**config.mk**
```make
export PLATFORM = sky130hd
export DESIGN_NAME = xillybus_mem8_bridge_flat
export DESIGN_NICKNAME = d
export VERILOG_FILES = /design/src/rtl/xillybus_mem8_bridge_if.sv /design/src/rtl/xillybus_mem8_bridge.sv /design/src/flat_wrapper.sv
export SDC_FILE = /design/constraint.sdc
export NUM_CORES = 1
export LEC_CHECK = 0
export CAP_MARGIN = 20
export CORE_MARGIN = 10
export CORE_UTILIZATION = 35
export DETAILED_ROUTE_END_ITERATION = 10
export GPL_ROUTABILITY_DRIVEN = 0
export PLACE_DENSITY = 0.47
export RECOVER_POWER = 25
export SYNTH_ARGS = -nofsm -noshare
export SYNTH_HDL_FRONTEND = slang
export SYNTH_SLANG_ARGS = --single-unit
```
**constraint.sdc**
```tcl
create_clock -name bus_clk -period 5.75 [get_ports bus_clk]
set_clock_uncertainty 0.05 [all_clocks]
set_input_delay 0.575 -clock bus_clk [delete_from_list [all_inputs] [get_ports bus_clk]]
set_output_delay 0.575 -clock bus_clk [all_outputs]
set_load 0.005 [all_outputs]
```
**src/rtl/xillybus_mem8_bridge_if.sv**
```systemverilog
// Host stream, seek and fabric-side register signals of the 32-word mem_8 bridge.
// master = host/fabric side, slave = the bridge itself.
interface xillybus_mem8_bridge_if;
   logic        user_r_mem_8_rden;
   logic [31:0] user_r_mem_8_data;
   logic        user_r_mem_8_empty;
   logic        user_r_mem_8_eof;
   logic        user_r_mem_8_open;

   logic        user_w_mem_8_wren;
   logic [31:0] user_w_mem_8_data;
   logic        user_w_mem_8_full;
   logic        user_w_mem_8_open;

   logic [4:0]  user_mem_8_addr;
   logic        user_mem_8_addr_update;

   logic [4:0]  loc_addr;
   logic        loc_we;
   logic [31:0] loc_wdata;
   logic        loc_ack;
   logic        loc_re;
   logic [31:0] loc_rdata;

   logic [15:0] wr_count;

   modport master (
      output user_r_mem_8_rden, user_r_mem_8_open,
      output user_w_mem_8_wren, user_w_mem_8_data, user_w_mem_8_open,
      output user_mem_8_addr, user_mem_8_addr_update,
      output loc_addr, loc_we, loc_wdata, loc_re,
      input  user_r_mem_8_data, user_r_mem_8_empty, user_r_mem_8_eof,
      input  user_w_mem_8_full, loc_ack, loc_rdata, wr_count
   );

   modport slave (
      input  user_r_mem_8_rden, user_r_mem_8_open,
      input  user_w_mem_8_wren, user_w_mem_8_data, user_w_mem_8_open,
      input  user_mem_8_addr, user_mem_8_addr_update,
      input  loc_addr, loc_we, loc_wdata, loc_re,
      output user_r_mem_8_data, user_r_mem_8_empty, user_r_mem_8_eof,
      output user_w_mem_8_full, loc_ack, loc_rdata, wr_count
   );
endinterface

```
**src/rtl/xillybus_mem8_bridge.sv**
```systemverilog
// 32x32 memory shared between a seekable host read/write stream pair and a
// fabric-side register port; host reads go through a 2-entry prefetch buffer.
module xillybus_mem8_bridge (
   input  logic                   bus_clk,
   input  logic                   bus_rst,
   xillybus_mem8_bridge_if.slave  bus
);
   localparam int unsigned DATA_W = 32;
   localparam int unsigned ADDR_W = 5;
   localparam int unsigned DEPTH  = 32;
   localparam int unsigned CNT_W  = 16;

   logic [DATA_W-1:0] mem [DEPTH];

   logic [ADDR_W-1:0] wptr_q, wptr_d;
   logic [ADDR_W-1:0] rptr_q, rptr_d;
   logic [1:0]        cnt_q, cnt_d;
   logic              exhausted_q, exhausted_d;
   logic [CNT_W-1:0]  wr_count_q, wr_count_d;
   logic              loc_ack_q, loc_ack_d;
   logic [DATA_W-1:0] rd_data_q, rd_data_d;
   logic [DATA_W-1:0] loc_rdata_q, loc_rdata_d;
   logic [DATA_W-1:0] buf0_q, buf0_d;
   logic [DATA_W-1:0] buf1_q, buf1_d;

   logic              host_wr;
   logic              loc_wr;
   logic [ADDR_W-1:0] wr_addr;
   logic              flush;
   logic              pop;
   logic              fetch;
   logic [DATA_W-1:0] fetch_word;

   // Next-state logic for pointers, prefetch buffer, counters and local port
   always_comb begin
      wptr_d      = wptr_q;
      rptr_d      = rptr_q;
      cnt_d       = cnt_q;
      exhausted_d = exhausted_q;
      wr_count_d  = wr_count_q;
      loc_ack_d   = 1'b0;
      rd_data_d   = rd_data_q;
      loc_rdata_d = loc_rdata_q;
      buf0_d      = buf0_q;
      buf1_d      = buf1_q;

      host_wr    = bus.user_w_mem_8_wren & bus.user_w_mem_8_open;
      wr_addr    = bus.user_mem_8_addr_update ? bus.user_mem_8_addr : wptr_q;
      // Masking with loc_ack keeps a request still held during its ack cycle from writing twice
      loc_wr     = bus.loc_we & ~host_wr & ~loc_ack_q;
      flush      = bus.user_mem_8_addr_update | ~bus.user_r_mem_8_open;
      pop        = bus.user_r_mem_8_rden & (cnt_q != 2'd0);
      fetch      = bus.user_r_mem_8_open & ~exhausted_q & ~flush &
                   ((cnt_q < 2'd2) | pop);
      fetch_word = mem[rptr_q];

      if (host_wr) begin
         wptr_d = ADDR_W'(wr_addr + 5'd1);
         if (wr_count_q != {CNT_W{1'b1}}) begin
            wr_count_d = CNT_W'(wr_count_q + 16'd1);
         end
      end else if (bus.user_mem_8_addr_update) begin
         wptr_d = bus.user_mem_8_addr;
      end

      loc_ack_d = loc_wr;
      if (bus.loc_re) begin
         loc_rdata_d = mem[bus.loc_addr];
      end

      if (pop) begin
         rd_data_d = buf0_q;
      end

      if (flush) begin
         cnt_d       = 2'd0;
         exhausted_d = 1'b0;
         rptr_d      = bus.user_mem_8_addr_update ? bus.user_mem_8_addr : '0;
      end else begin
         case ({pop, fetch})
            2'b10: begin
               buf0_d = buf1_q;
               cnt_d  = 2'(cnt_q - 2'd1);
            end
            2'b01: begin
               if (cnt_q == 2'd0) buf0_d = fetch_word;
               else               buf1_d = fetch_word;
               cnt_d = 2'(cnt_q + 2'd1);
            end
            2'b11: begin
               if (cnt_q == 2'd1) begin
                  buf0_d = fetch_word;
               end else begin
                  buf0_d = buf1_q;
                  buf1_d = fetch_word;
               end
            end
            default: ;
         endcase
         if (fetch) begin
            rptr_d = ADDR_W'(rptr_q + 5'd1);
            // Reads never wrap: the last word ends the stream until the next seek/close
            if (rptr_q == {ADDR_W{1'b1}}) exhausted_d = 1'b1;
         end
      end
   end

   always_ff @(posedge bus_clk) begin
      if (bus_rst) begin
         wptr_q      <= '0;
         rptr_q      <= '0;
         cnt_q       <= '0;
         exhausted_q <= 1'b0;
         wr_count_q  <= '0;
         loc_ack_q   <= 1'b0;
         rd_data_q   <= '0;
         loc_rdata_q <= '0;
      end else begin
         wptr_q      <= wptr_d;
         rptr_q      <= rptr_d;
         cnt_q       <= cnt_d;
         exhausted_q <= exhausted_d;
         wr_count_q  <= wr_count_d;
         loc_ack_q   <= loc_ack_d;
         rd_data_q   <= rd_data_d;
         loc_rdata_q <= loc_rdata_d;
      end
   end

   // Prefetch storage carries no reset; occupancy alone says what is valid
   always_ff @(posedge bus_clk) begin
      buf0_q <= buf0_d;
      buf1_q <= buf1_d;
   end

   // Memory contents survive reset; reset only blocks writes in its own cycle
   always_ff @(posedge bus_clk) begin
      if (!bus_rst) begin
         if (host_wr) begin
            mem[wr_addr] <= bus.user_w_mem_8_data;
         end else if (loc_wr) begin
            mem[bus.loc_addr] <= bus.loc_wdata;
         end
      end
   end

   assign bus.user_r_mem_8_data  = rd_data_q;
   assign bus.user_r_mem_8_empty = (cnt_q == 2'd0);
   assign bus.user_r_mem_8_eof   = bus.user_r_mem_8_open & exhausted_q & (cnt_q == 2'd0);
   assign bus.user_w_mem_8_full  = 1'b0;
   assign bus.loc_ack            = loc_ack_q;
   assign bus.loc_rdata          = loc_rdata_q;
   assign bus.wr_count           = wr_count_q;

endmodule

```
**src/flat_wrapper.sv**
```systemverilog
// flat-port wrapper written by rule: the top's interface ports become plain ports
module xillybus_mem8_bridge_flat 
  (bus_clk, bus_rst, bus_user_r_mem_8_rden, bus_user_r_mem_8_open, bus_user_w_mem_8_wren, bus_user_w_mem_8_data, bus_user_w_mem_8_open, bus_user_mem_8_addr, bus_user_mem_8_addr_update, bus_loc_addr, bus_loc_we, bus_loc_wdata, bus_loc_re, bus_user_r_mem_8_data, bus_user_r_mem_8_empty, bus_user_r_mem_8_eof, bus_user_w_mem_8_full, bus_loc_ack, bus_loc_rdata, bus_wr_count);
  xillybus_mem8_bridge_if bus_i ();
  input  logic bus_clk;
  input  logic bus_rst;
  input wire logic [$bits(bus_i.user_r_mem_8_rden)-1:0] bus_user_r_mem_8_rden;
  input wire logic [$bits(bus_i.user_r_mem_8_open)-1:0] bus_user_r_mem_8_open;
  input wire logic [$bits(bus_i.user_w_mem_8_wren)-1:0] bus_user_w_mem_8_wren;
  input wire logic [$bits(bus_i.user_w_mem_8_data)-1:0] bus_user_w_mem_8_data;
  input wire logic [$bits(bus_i.user_w_mem_8_open)-1:0] bus_user_w_mem_8_open;
  input wire logic [$bits(bus_i.user_mem_8_addr)-1:0] bus_user_mem_8_addr;
  input wire logic [$bits(bus_i.user_mem_8_addr_update)-1:0] bus_user_mem_8_addr_update;
  input wire logic [$bits(bus_i.loc_addr)-1:0] bus_loc_addr;
  input wire logic [$bits(bus_i.loc_we)-1:0] bus_loc_we;
  input wire logic [$bits(bus_i.loc_wdata)-1:0] bus_loc_wdata;
  input wire logic [$bits(bus_i.loc_re)-1:0] bus_loc_re;
  output wire logic [$bits(bus_i.user_r_mem_8_data)-1:0] bus_user_r_mem_8_data;
  output wire logic [$bits(bus_i.user_r_mem_8_empty)-1:0] bus_user_r_mem_8_empty;
  output wire logic [$bits(bus_i.user_r_mem_8_eof)-1:0] bus_user_r_mem_8_eof;
  output wire logic [$bits(bus_i.user_w_mem_8_full)-1:0] bus_user_w_mem_8_full;
  output wire logic [$bits(bus_i.loc_ack)-1:0] bus_loc_ack;
  output wire logic [$bits(bus_i.loc_rdata)-1:0] bus_loc_rdata;
  output wire logic [$bits(bus_i.wr_count)-1:0] bus_wr_count;
  assign bus_i.user_r_mem_8_rden = bus_user_r_mem_8_rden;
  assign bus_i.user_r_mem_8_open = bus_user_r_mem_8_open;
  assign bus_i.user_w_mem_8_wren = bus_user_w_mem_8_wren;
  assign bus_i.user_w_mem_8_data = bus_user_w_mem_8_data;
  assign bus_i.user_w_mem_8_open = bus_user_w_mem_8_open;
  assign bus_i.user_mem_8_addr = bus_user_mem_8_addr;
  assign bus_i.user_mem_8_addr_update = bus_user_mem_8_addr_update;
  assign bus_i.loc_addr = bus_loc_addr;
  assign bus_i.loc_we = bus_loc_we;
  assign bus_i.loc_wdata = bus_loc_wdata;
  assign bus_i.loc_re = bus_loc_re;
  assign bus_user_r_mem_8_data = bus_i.user_r_mem_8_data;
  assign bus_user_r_mem_8_empty = bus_i.user_r_mem_8_empty;
  assign bus_user_r_mem_8_eof = bus_i.user_r_mem_8_eof;
  assign bus_user_w_mem_8_full = bus_i.user_w_mem_8_full;
  assign bus_loc_ack = bus_i.loc_ack;
  assign bus_loc_rdata = bus_i.loc_rdata;
  assign bus_wr_count = bus_i.wr_count;
  xillybus_mem8_bridge u_core (.bus_clk(bus_clk), .bus_rst(bus_rst), .bus(bus_i));
endmodule
```
# Yosys cells after proc, flatten, opt, wreduce, memory -nomap -nowiden
# Memories as Yosys holds them, arrays and structs flattened. A register that Yosys moved wholly into a read port is not among the register bits.
# Index checks and enable logic that the tools add are counted.
# op_classes
n_addsub	5
order_cmp	1
eq_ne	9
muxes	24
n_bitwise	16
reduce_logical	12
# op_table
op	n
32-bit 2-to-1 mux	5
32-bit case mux with 3 select lines	1
32-bit case mux with 2 select lines	1
5-bit 2-to-1 mux	8
32-bit OR reduction	1
16-bit by 1-bit adder with 16-bit output (second input constant)	1
16-bit inequality test (second input constant)	1
5-bit by 1-bit adder with 5-bit output (second input constant)	2
1-bit AND	9
1-bit 2-to-1 mux	8
2-bit nonzero test	4
2-bit inequality test (second input constant)	3
5-bit equality test (second input constant)	1
1-bit NOT	5
2-bit by 1-bit equality test with 1-bit output (second input constant)	2
2-bit equality test (second input constant)	2
2-bit case mux with 2 select lines	1
2-bit AND reduction	2
4-bit AND reduction	1
3-bit AND reduction	1
3-bit nonzero test	1
2-bit by 1-bit adder with 2-bit output (second input constant)	1
2-bit zero test	1
2-bit < comparator (second input constant)	1
other kinds (3)	4
# totals
regBits	126
ramBits	1024
inputBits	83
word_cells	77
n_memories	1
# memory_table
name	words	width	read_ports	rd_clocked_by_memory_dff	write_ports	line_no	text
u_core.mem	32	32	2	2	1	xillybus_mem8_bridge.sv:13	logic [DATA_W-1:0] mem [DEPTH];

# Longest topological paths before layout
# Gate-level depths: netlist (run 1).
# depth
ltp_word	10
depth_mapped	11

# Worst setup path after synthesis (run 1)
# Ideal clock, no wire load.
# synth_timing
path_kind	input -> register
from	input bus_user_mem_8_addr_update
to	register u_core.buf1_q[0] (enable)
setup_ns	0.470
arrival_time_ns	4.267
slack_ns	0.963
path_stages	8
path_buffers	2
cell_sequence	clkbuf_1 -> nand2b_1 -> clkbuf_1 -> a211o_1 -> inv_1 -> ha_1 -> o21ai_0 -> a211oi_1
# synth_via
elab_chain_cells	7
# synth_rtl
element	line_no	text
from (decl)	flat_wrapper.sv:13	input wire logic [$bits(bus_i.user_mem_8_addr_update)-1:0] bus_user_mem_8_addr_update;
1-bit OR (*)	xillybus_mem8_bridge.sv:51	flush = bus.user_mem_8_addr_update | ~bus.user_r_mem_8_open;
1-bit NOT (no source line) (*)	--	
1-bit AND (2 in series)	xillybus_mem8_bridge.sv:53	fetch = bus.user_r_mem_8_open & ~exhausted_q & ~flush &
2-bit equality test / 2-bit by 1-bit equality test with 1-bit output (equally long branches)	xillybus_mem8_bridge.sv:80	case ({pop, fetch})
2-bit inequality test (no source line) / 2-bit nonzero test (equally long branches)	--	
4-bit AND reduction (no source line) (*)	--	
to (signal assigned)	xillybus_mem8_bridge.sv:133	buf1_q <= buf1_d;
to (decl)	xillybus_mem8_bridge.sv:24	logic [DATA_W-1:0] buf1_q, buf1_d;
# Every way passes the cells marked *; elsewhere a longest branch is shown, timed or not.
# A chain may end at the register's enable or synchronous reset.

==> reports/metrics.csv, run 1 <==
stage,metric,value,unit
cts,clock-pin transition on the worst setup and hold timing paths,0.06,ns
logic_synthesis,Cells after Synth,3875,
cts,hold_buf cts,0,
logic_synthesis,Area contributors post-synth,"edfxtp_1, mux2i_1, a22oi_1",
logic_synthesis,Mapped Area,54900,um^2
floorplanning,total I/O pin count,167,
floorplanning,DIE AREA,173000,um^2
setup_path,CP top delay family,buffers and inverters,
global_route,Total GRT Usage,0.224,
cts,CTS H-Tree Depth,4,
setup_path,Worst Path Max Fanout,15,
route,drt drc,0,
setup_path,arrival time worst endpoint,5.15,ns
logic_synthesis,area fraction of the dominant cell type after synthesis,0.595,
logic_synthesis,Yosys cell types,54,
setup_path,slowest CP cell,nor2b_1,
cts,TritonCTS clock tree,built,
route,Routed Antenna Nets,0,
final_layout,fin nets,4134,
setup_path,Critical Path Max Stage Delay,1.63,ns
route,Via density,5.78,
sta,Fmax,219,MHz
setup_path,Buf/Inv on CP,2,
route,DRT Pass-1 Iters,5,
place,Port Buf Inserts,165,
setup_path,critical path launch point type,primary input,
sta,RSZ-0062 raised after global routing,no,
sta,max-slew violations,345,
place,post-place instance area,59800,um^2
cts,Max clock buf depth,3,
sta,Final setup violation count,0,
logic_synthesis,syn nets,3966,
setup_path,required time worst endpoint,6.33,ns
global_route,initial antenna violation count,4,
cts,post-CTS setup buffer count,0,
global_route,total grt overflow,0,
place,DP Wirelength,122000,um
global_route,largest net degree at the start of global routing,110,
final_layout,layout cells sized above 1,0.101,
final_layout,Fill cells,14400,
setup_path,"Cell Chain, Critical Path",dlygate4sd3_1 -> nor2b_1 -> clkbuf_1 -> a22oi_1 -> a21oi_1 -> or4_1 -> a211oi_1,
logic_synthesis,"Primary FF master, synth",edfxtp_1,
logic_synthesis,Mean Syn Cell Area,14.2,um^2
floorplanning,starting density of the core,0.352,
final_layout,Layout Area Growth over Synthesis,16.9,%
setup_path,CP Class,primary input to flop,
route,drt wl/cell,32.3,um
sta,fin crit period,4.57,ns
logic_synthesis,"count leader, synth",edfxtp_1,
floorplanning,Rows,145,
power,Lkg Pwr,21.8,nW
route,Initial DRC Count,3337,
logic_synthesis,synth cell count leaders,"edfxtp_1, mux2i_1, a22oi_1",
floorplanning,core area,156000,um^2
logic_synthesis,"Seq/Total Area, Yosys",0.632,
place,pre-CTS setup slack,1.06,ns
logic_synthesis,fraction of registers with async set/reset,0,
cts,CTS buffer count,138,
floorplanning,die width,416,um
hold_path,min-delay worst type,primary input to flop,
logic_synthesis,post-synth top area cell,edfxtp_1,
logic_synthesis,Synth Register Bits,1187,
sta,slew of the pin with the lowest slew margin,2.06,ns
global_route,first-pass GRT wire length,279000,um
cts,root buffer cell,clkbuf_16,
floorplanning,DIE HEIGHT,416,um
power,VDD IR max,0.329,mV
final_layout,post-route cell area,64200,um^2
sta,setup TNS,0,ns
cts,Worst-Skew Late Latency,0.79,ns
logic_synthesis,Yosys Warn Count,0,
route,DR vias,35900,
job,Max Cap Viol,11,
sta,final worst-path cycle share,0.795,
power,Pwr per Cell Area,315,nW/um^2
cts,Sink Count,1187,
outcome,status,finished with violations,
sta,final hold violations,0,
route,drt total wl,201000,um
setup_path,crit end category,flop,
sta,final worst slack,1.18,ns
logic_synthesis,"EDFF count, synth",1088,
cts,post_cts resized,0,
sta,Slew HR,-0.374,
global_route,number of global-route vias before repair,35800,
outcome,failing checks,"max-capacitance violations, max-slew violations",
==> power by group <==
| group | leakage [nW] | switching [mW] | internal (mW) |
|---|---|---|---|
| combinational | 8.99 | 1.28 | 0.642 |
| sequential | 10.6 | 0.0659 | 9.61 |
| clock | 2.14 | 3.55 | 5.03 |
==> state kept, by name, summed over array words and instances, names as in the netlist, named ones only <==
register and cells:
u_core.bus.wr_count 16, u_core.bus.user_r_mem_8_data 32, u_core.cnt_q 2, u_core.rptr_q 5
u_core.buf1_q 32, u_core.bus.loc_ack 1, u_core.mem 1024, u_core.exhausted_q 1
u_core.wptr_q 5, u_core.buf0_q 32, u_core.bus.loc_rdata 32
==> path summary, 6_finish.rpt <==
path,start,endpoint,slack [ns],cells after the start
max,bus_loc_addr[2],u_core.bus.loc_rdata[14],1.18,7
min reg2reg,u_core.bus.user_r_mem_8_data[29],u_core.bus.user_r_mem_8_data[29],0.40,2
max reg2reg,u_core.cnt_q[1],u_core.buf0_q[21],1.68,9
min,bus_loc_re,u_core.bus.loc_rdata[14],0.21,3
==> placed cells by master (no fill, tap or decap), types with 5 or more instances in the layout <==
cell type | Yosys | layout
clkbuf_1 | 143 | 64
bufinv_16 | 0 | 7
nor3_1 | 12 | 12
buf_4 | 30 | 102
nand2_1 | 178 | 176
nor4_1 | 34 | 20
inv_1 | 12 | 11
o21ai_0 | 6 | 7
a21oi_1 | 300 | 300
buf_12 | 1 | 37
clkdlybuf4s50_1 | 0 | 76
a211oi_1 | 28 | 28
mux2i_1 | 1028 | 1027
nand3_1 | 9 | 9
a211oi_2 | 12 | 11
or3_1 | 6 | 6
clkbuf_8 | 0 | 12
edfxtp_1 | 1088 | 1088
nor2_4 | 0 | 34
clkbuf_16 | 0 | 143
xnor2_1 | 14 | 14
a31oi_1 | 5 | 5
nor2_1 | 94 | 60
dfxtp_1 | 99 | 98
nor4_2 | 1 | 15
a22o_1 | 32 | 32
buf_16 | 0 | 6
clkinv_2 | 0 | 16
a22oi_1 | 513 | 513
dlygate4sd3_1 | 0 | 86
or4_1 | 32 | 32
ha_1 | 8 | 8
clkinv_1 | 1 | 24
==> cells by family (layout without fill, tap and decap cells) <==
group	count (synthesis)	in the layout	synth area share
compound gates	915	915	0.113
xor+xnor	18	18	0.00287
fa+ha+maj	8	8	0.00182
buf+inv	318	598	0.0289
flops	1187	1187	0.632
mux	1029	1029	0.188
other cells	1	3	0.0000683
simple gates	399	399	0.0338
==> per-layer routing <==
layer | global-route usage | wire length [um]
met1 | 0.306 | 89800
met2 | 0.367 | 94100
met3 | 0.0357 | 11700
met4 | 0.0603 | 4920
met5 | 0 | 0
==> through the flow <==
stage          cells  hold WS [ns]   util  power (mW)
3_3_place_gp    5936         0.392  0.382        11.8
3_5_place_dp    5952         0.396  0.383        11.8
6_report        6215         0.215  0.411        20.2
5_1_grt         6213         0.225  0.411        20.8
2_1_floorplan   3875         0.403      -        10.9
4_1_cts         6204         0.172  0.411        20.4
==> worst register-to-register path, stage by stage (launching register included) <==
cell and delay, ns:
dfxtp_1 0.34, inv_1 0.08, ha_1 0.23, nand2b_1 0.13
clkbuf_1 1.15, clkinv_1 0.20, buf_4 0.31, ha_1 0.35
mux2i_4 0.79, a22o_1 0.30
==> cell type report <==
class / count / area, um^2 / area share
repair buffers: 333 / 3440 / 0.0536
clock buffers: 199 / 3910 / 0.0609
multi-input cells: 2370 / 19100 / 0.297
diodes: 2 / 5.00 / 0.0000780
clock inverters: 53 / 473 / 0.00737
flip-flops and latches: 1187 / 34700 / 0.540
inverters: 13 / 48.8 / 0.000761
well taps: 2058 / 2570 / 0.0401
Power figures use the tool's default switching activity.
==> run 2: changes to the inputs <==
--- a/config.mk
+++ b/config.mk
@@ -10,7 +10,7 @@
 export CORE_UTILIZATION = 35
 export DETAILED_ROUTE_END_ITERATION = 10
 export GPL_ROUTABILITY_DRIVEN = 0
-export PLACE_DENSITY = 0.47
+export PLACE_DENSITY = 0.49
 export RECOVER_POWER = 25
 export SYNTH_ARGS = -nofsm -noshare
 export SYNTH_HDL_FRONTEND = slang
==> constraint.sdc (replaced) <==
create_clock -name bus_clk -period 3.8 [get_ports bus_clk]
set_clock_uncertainty 0.05 [all_clocks]
set_input_delay 0.38 -clock bus_clk [delete_from_list [all_inputs] [get_ports bus_clk]]
set_output_delay 0.38 -clock bus_clk [all_outputs]
set_load 0.005 [all_outputs]
==> run 2 against run 1 <==
  * The run still ends with max-capacitance violations, max-slew violations left
  * Routed wire length down 1.3%
  * Largest power group unchanged
  * Final cell count up 1.8%
  * Flip-flop and latch count is the same
  * Via count rose by 1.5%
==> reports/metrics.csv, run 2 (synthesized netlist as in run 1, its figures left out) <==
stage,metric,value,unit,change
outcome,status,finished with violations,,unchanged
outcome,failing checks,"max-capacitance violations, max-slew violations",,unchanged
global_route,met2 usage in global routing,0.351,,was 0.367
setup_path,CP Class,primary input to flop,,unchanged
route,Initial DRC Count,3511,,was 3337
global_route,initial antenna violation count,6,,was 4
global_route,most used routing layer,met2,,unchanged
power,VDD IR max,0.512,mV,was 0.329 mV
place,DP Wirelength,127000,um,was 122000 um
global_route,Total GRT Usage,0.220,,was 0.224
sta,RSZ-0062 raised after global routing,no,,unchanged
power,part of the power in combinational logic,0.101,,was 0.095
final_layout,"commonest non-fill, non-tap cells in the layout","edfxtp_1, mux2i_1, a22oi_1",,unchanged
power,total power,30.5,mW,was 20.2 mW
final_layout,Fill cells,14300,,was 14400
setup_path,crit end category,flop,,unchanged
setup_path,arrival time worst endpoint,4.10,ns,was 5.15 ns
global_route,first-pass GRT wire length,277000,um,was 279000 um
floorplanning,total I/O pin count,167,,unchanged
floorplanning,DIE AREA,173000,um^2,unchanged
cts,TritonCTS clock tree,built,,unchanged
final_layout,fin nets,4245,,was 4134
final_layout,"most common cell after layout, fill and taps aside",edfxtp_1,,unchanged
route,drt total wl,198000,um,was 201000 um
global_route,met3 Use GR,0.0392,,was 0.0357
sta,final worst-path cycle share,0.931,,
final_layout,Final Util,0.418,,was 0.411
cts,post-CTS setup buffer count,0,,unchanged
global_route,total grt overflow,0,,unchanged
power,Internal,23.0,mW,was 15.3 mW
power,Lkg Pwr,22.4,nW,was 21.8 nW
sta,max-slew violations,30,,was 345
cts,Max clock buf depth,3,,unchanged
power,switch share,0.248,,was 0.243
floorplanning,Rows,145,,unchanged
floorplanning,core area,156000,um^2,unchanged
route,drt drc,0,,unchanged
cts,CTS buffer count,138,,unchanged
setup_path,critical path launch point type,primary input,,unchanged
power,sequential share of power,0.480,,about the same
cts,Sink Count,1187,,unchanged
hold_path,min-delay worst type,primary input to flop,,unchanged
cts,Worst-Skew Late Latency,0.79,ns,about the same
cts,CTS H-Tree Depth,4,,unchanged
cts,clock-pin transition on the worst setup and hold timing paths,0.06,ns,about the same
sta,slew of the pin with the lowest slew margin,1.80,ns,was 2.06 ns
power,switching pwr,7.56,mW,was 4.90 mW
route,Routed Antenna Nets,0,,unchanged
cts,post_cts resized,0,,unchanged
sta,setup TNS,0,ns,unchanged
power,Clock Power Share,0.419,,was 0.425
setup_path,required time worst endpoint,4.36,ns,was 6.33 ns
sta,Slew HR,-0.198,,was -0.374
floorplanning,DIE HEIGHT,416,um,unchanged
cts,hold_buf cts,0,,unchanged
final_layout,layout cells sized above 1,0.123,,was 0.101
route,DRT Pass-1 Iters,5,,unchanged
power,Pwr per Cell Area,468,nW/um^2,was 315 nW/um^2
cts,root buffer cell,clkbuf_16,,unchanged
route,Via density,5.76,,was 5.78
job,Max Cap Viol,2,,was 11
place,Port Buf Inserts,165,,unchanged
sta,final hold violations,0,,unchanged
global_route,GR Util met1,0.302,,was 0.306
floorplanning,die width,416,um,unchanged
global_route,number of global-route vias before repair,36700,,was 35800
setup_path,Worst Path Max Fanout,22,,was 15
final_layout,Layout Area Growth over Synthesis,18.9,%,was 16.9%
floorplanning,starting density of the core,0.352,,unchanged
global_route,largest net degree at the start of global routing,70,,was 110
sta,Final setup violation count,0,,unchanged
sta,fin crit period,3.54,ns,
route,DR vias,36400,,was 35900
final_layout,max FFs per register,1024,,unchanged
sta,Fmax,283,MHz,
final_layout,Largest Register,u_core.mem,,unchanged
route,drt wl/cell,31.3,um,was 32.3 um
-- run 2: cell count changes in the layout (fill, tap and decap cells not counted), sizes merged --
cell	previous run	this run
dlygate4sd3	86	85
clkinvlp	0	2
bufinv	7	4
inv	14	19
clkdlybuf4s50	76	77
clkbuf	219	213
buf	151	259
diode	2	1
clkinv	45	49
-- run 2: cell type report --
cell class	count	area, um^2	share of cell area
antenna	1	2.50	0.0000383
clock buffer	190	3820	0.0585
tap	2058	2570	0.0395
clock inverter	61	513	0.00786
inverter	13	48.8	0.000748
timing repair buffer	444	4680	0.0718
sequential	1187	34700	0.531
multi-input combinational	2370	19000	0.291
-- run 2: critical path, stage by stage --
cell,delay (ns)
dlygate4sd3_1,0.91
and2_1,1.43
buf_4,0.47
a22oi_1,0.13
a21oi_1,0.32
or4_1,0.30
a211oi_1,0.11
-- run 2: metrics by stage --
stage / setup WS, ns / hold slack, ns / cell area [um^2] / instances
6_report: 0.263 / 0.239 / 65300 / 6324
3_3_place_gp: 0.267 / 0.395 / 61100 / 6072
3_5_place_dp: 0.301 / 0.399 / 61200 / 6072
4_1_cts: 0.644 / 0.198 / 65500 / 6323
5_1_grt: 0.290 / 0.238 / 65300 / 6323
2_1_floorplan: 0.0888 / 0.403 / 54900 / 3875
-- run 2: final timing paths --
| check | cells after the start | slack [ns] | end | from |
|---|---|---|---|---|
| worst max-delay path | 7 | 0.26 | u_core.bus.loc_rdata[12] | bus_loc_addr[1] |
| worst min register to register | 2 | 0.40 | u_core.bus.user_r_mem_8_data[12] | u_core.bus.user_r_mem_8_data[12] |
| worst min-delay path | 3 | 0.24 | u_core.bus.wr_count[9] | bus_rst |
| worst max register to register | 4 | 0.35 | u_core.mem[17][23] | u_core.bus.loc_ack |
-- run 2: power by group through the flow --
stage | registers [mW] | logic (mW) | clock network, mW
2_1_floorplan | 14.9 | 1.61 | 0
3_3_place_gp | 14.9 | 3.09 | 0
3_5_place_dp | 14.9 | 3.10 | 0
4_1_cts | 14.6 | 3.11 | 13.0
5_1_grt | 14.6 | 3.24 | 13.6
6_report | 14.6 | 3.08 | 12.8
-- run 2: per-layer routing --
layer / wire, um / vias to the layer above
met5: 40 / -
li1: - / 16000
met3: 12600 / 271
met2: 90800 / 1348
met4: 6520 / 4
met1: 88000 / 18900
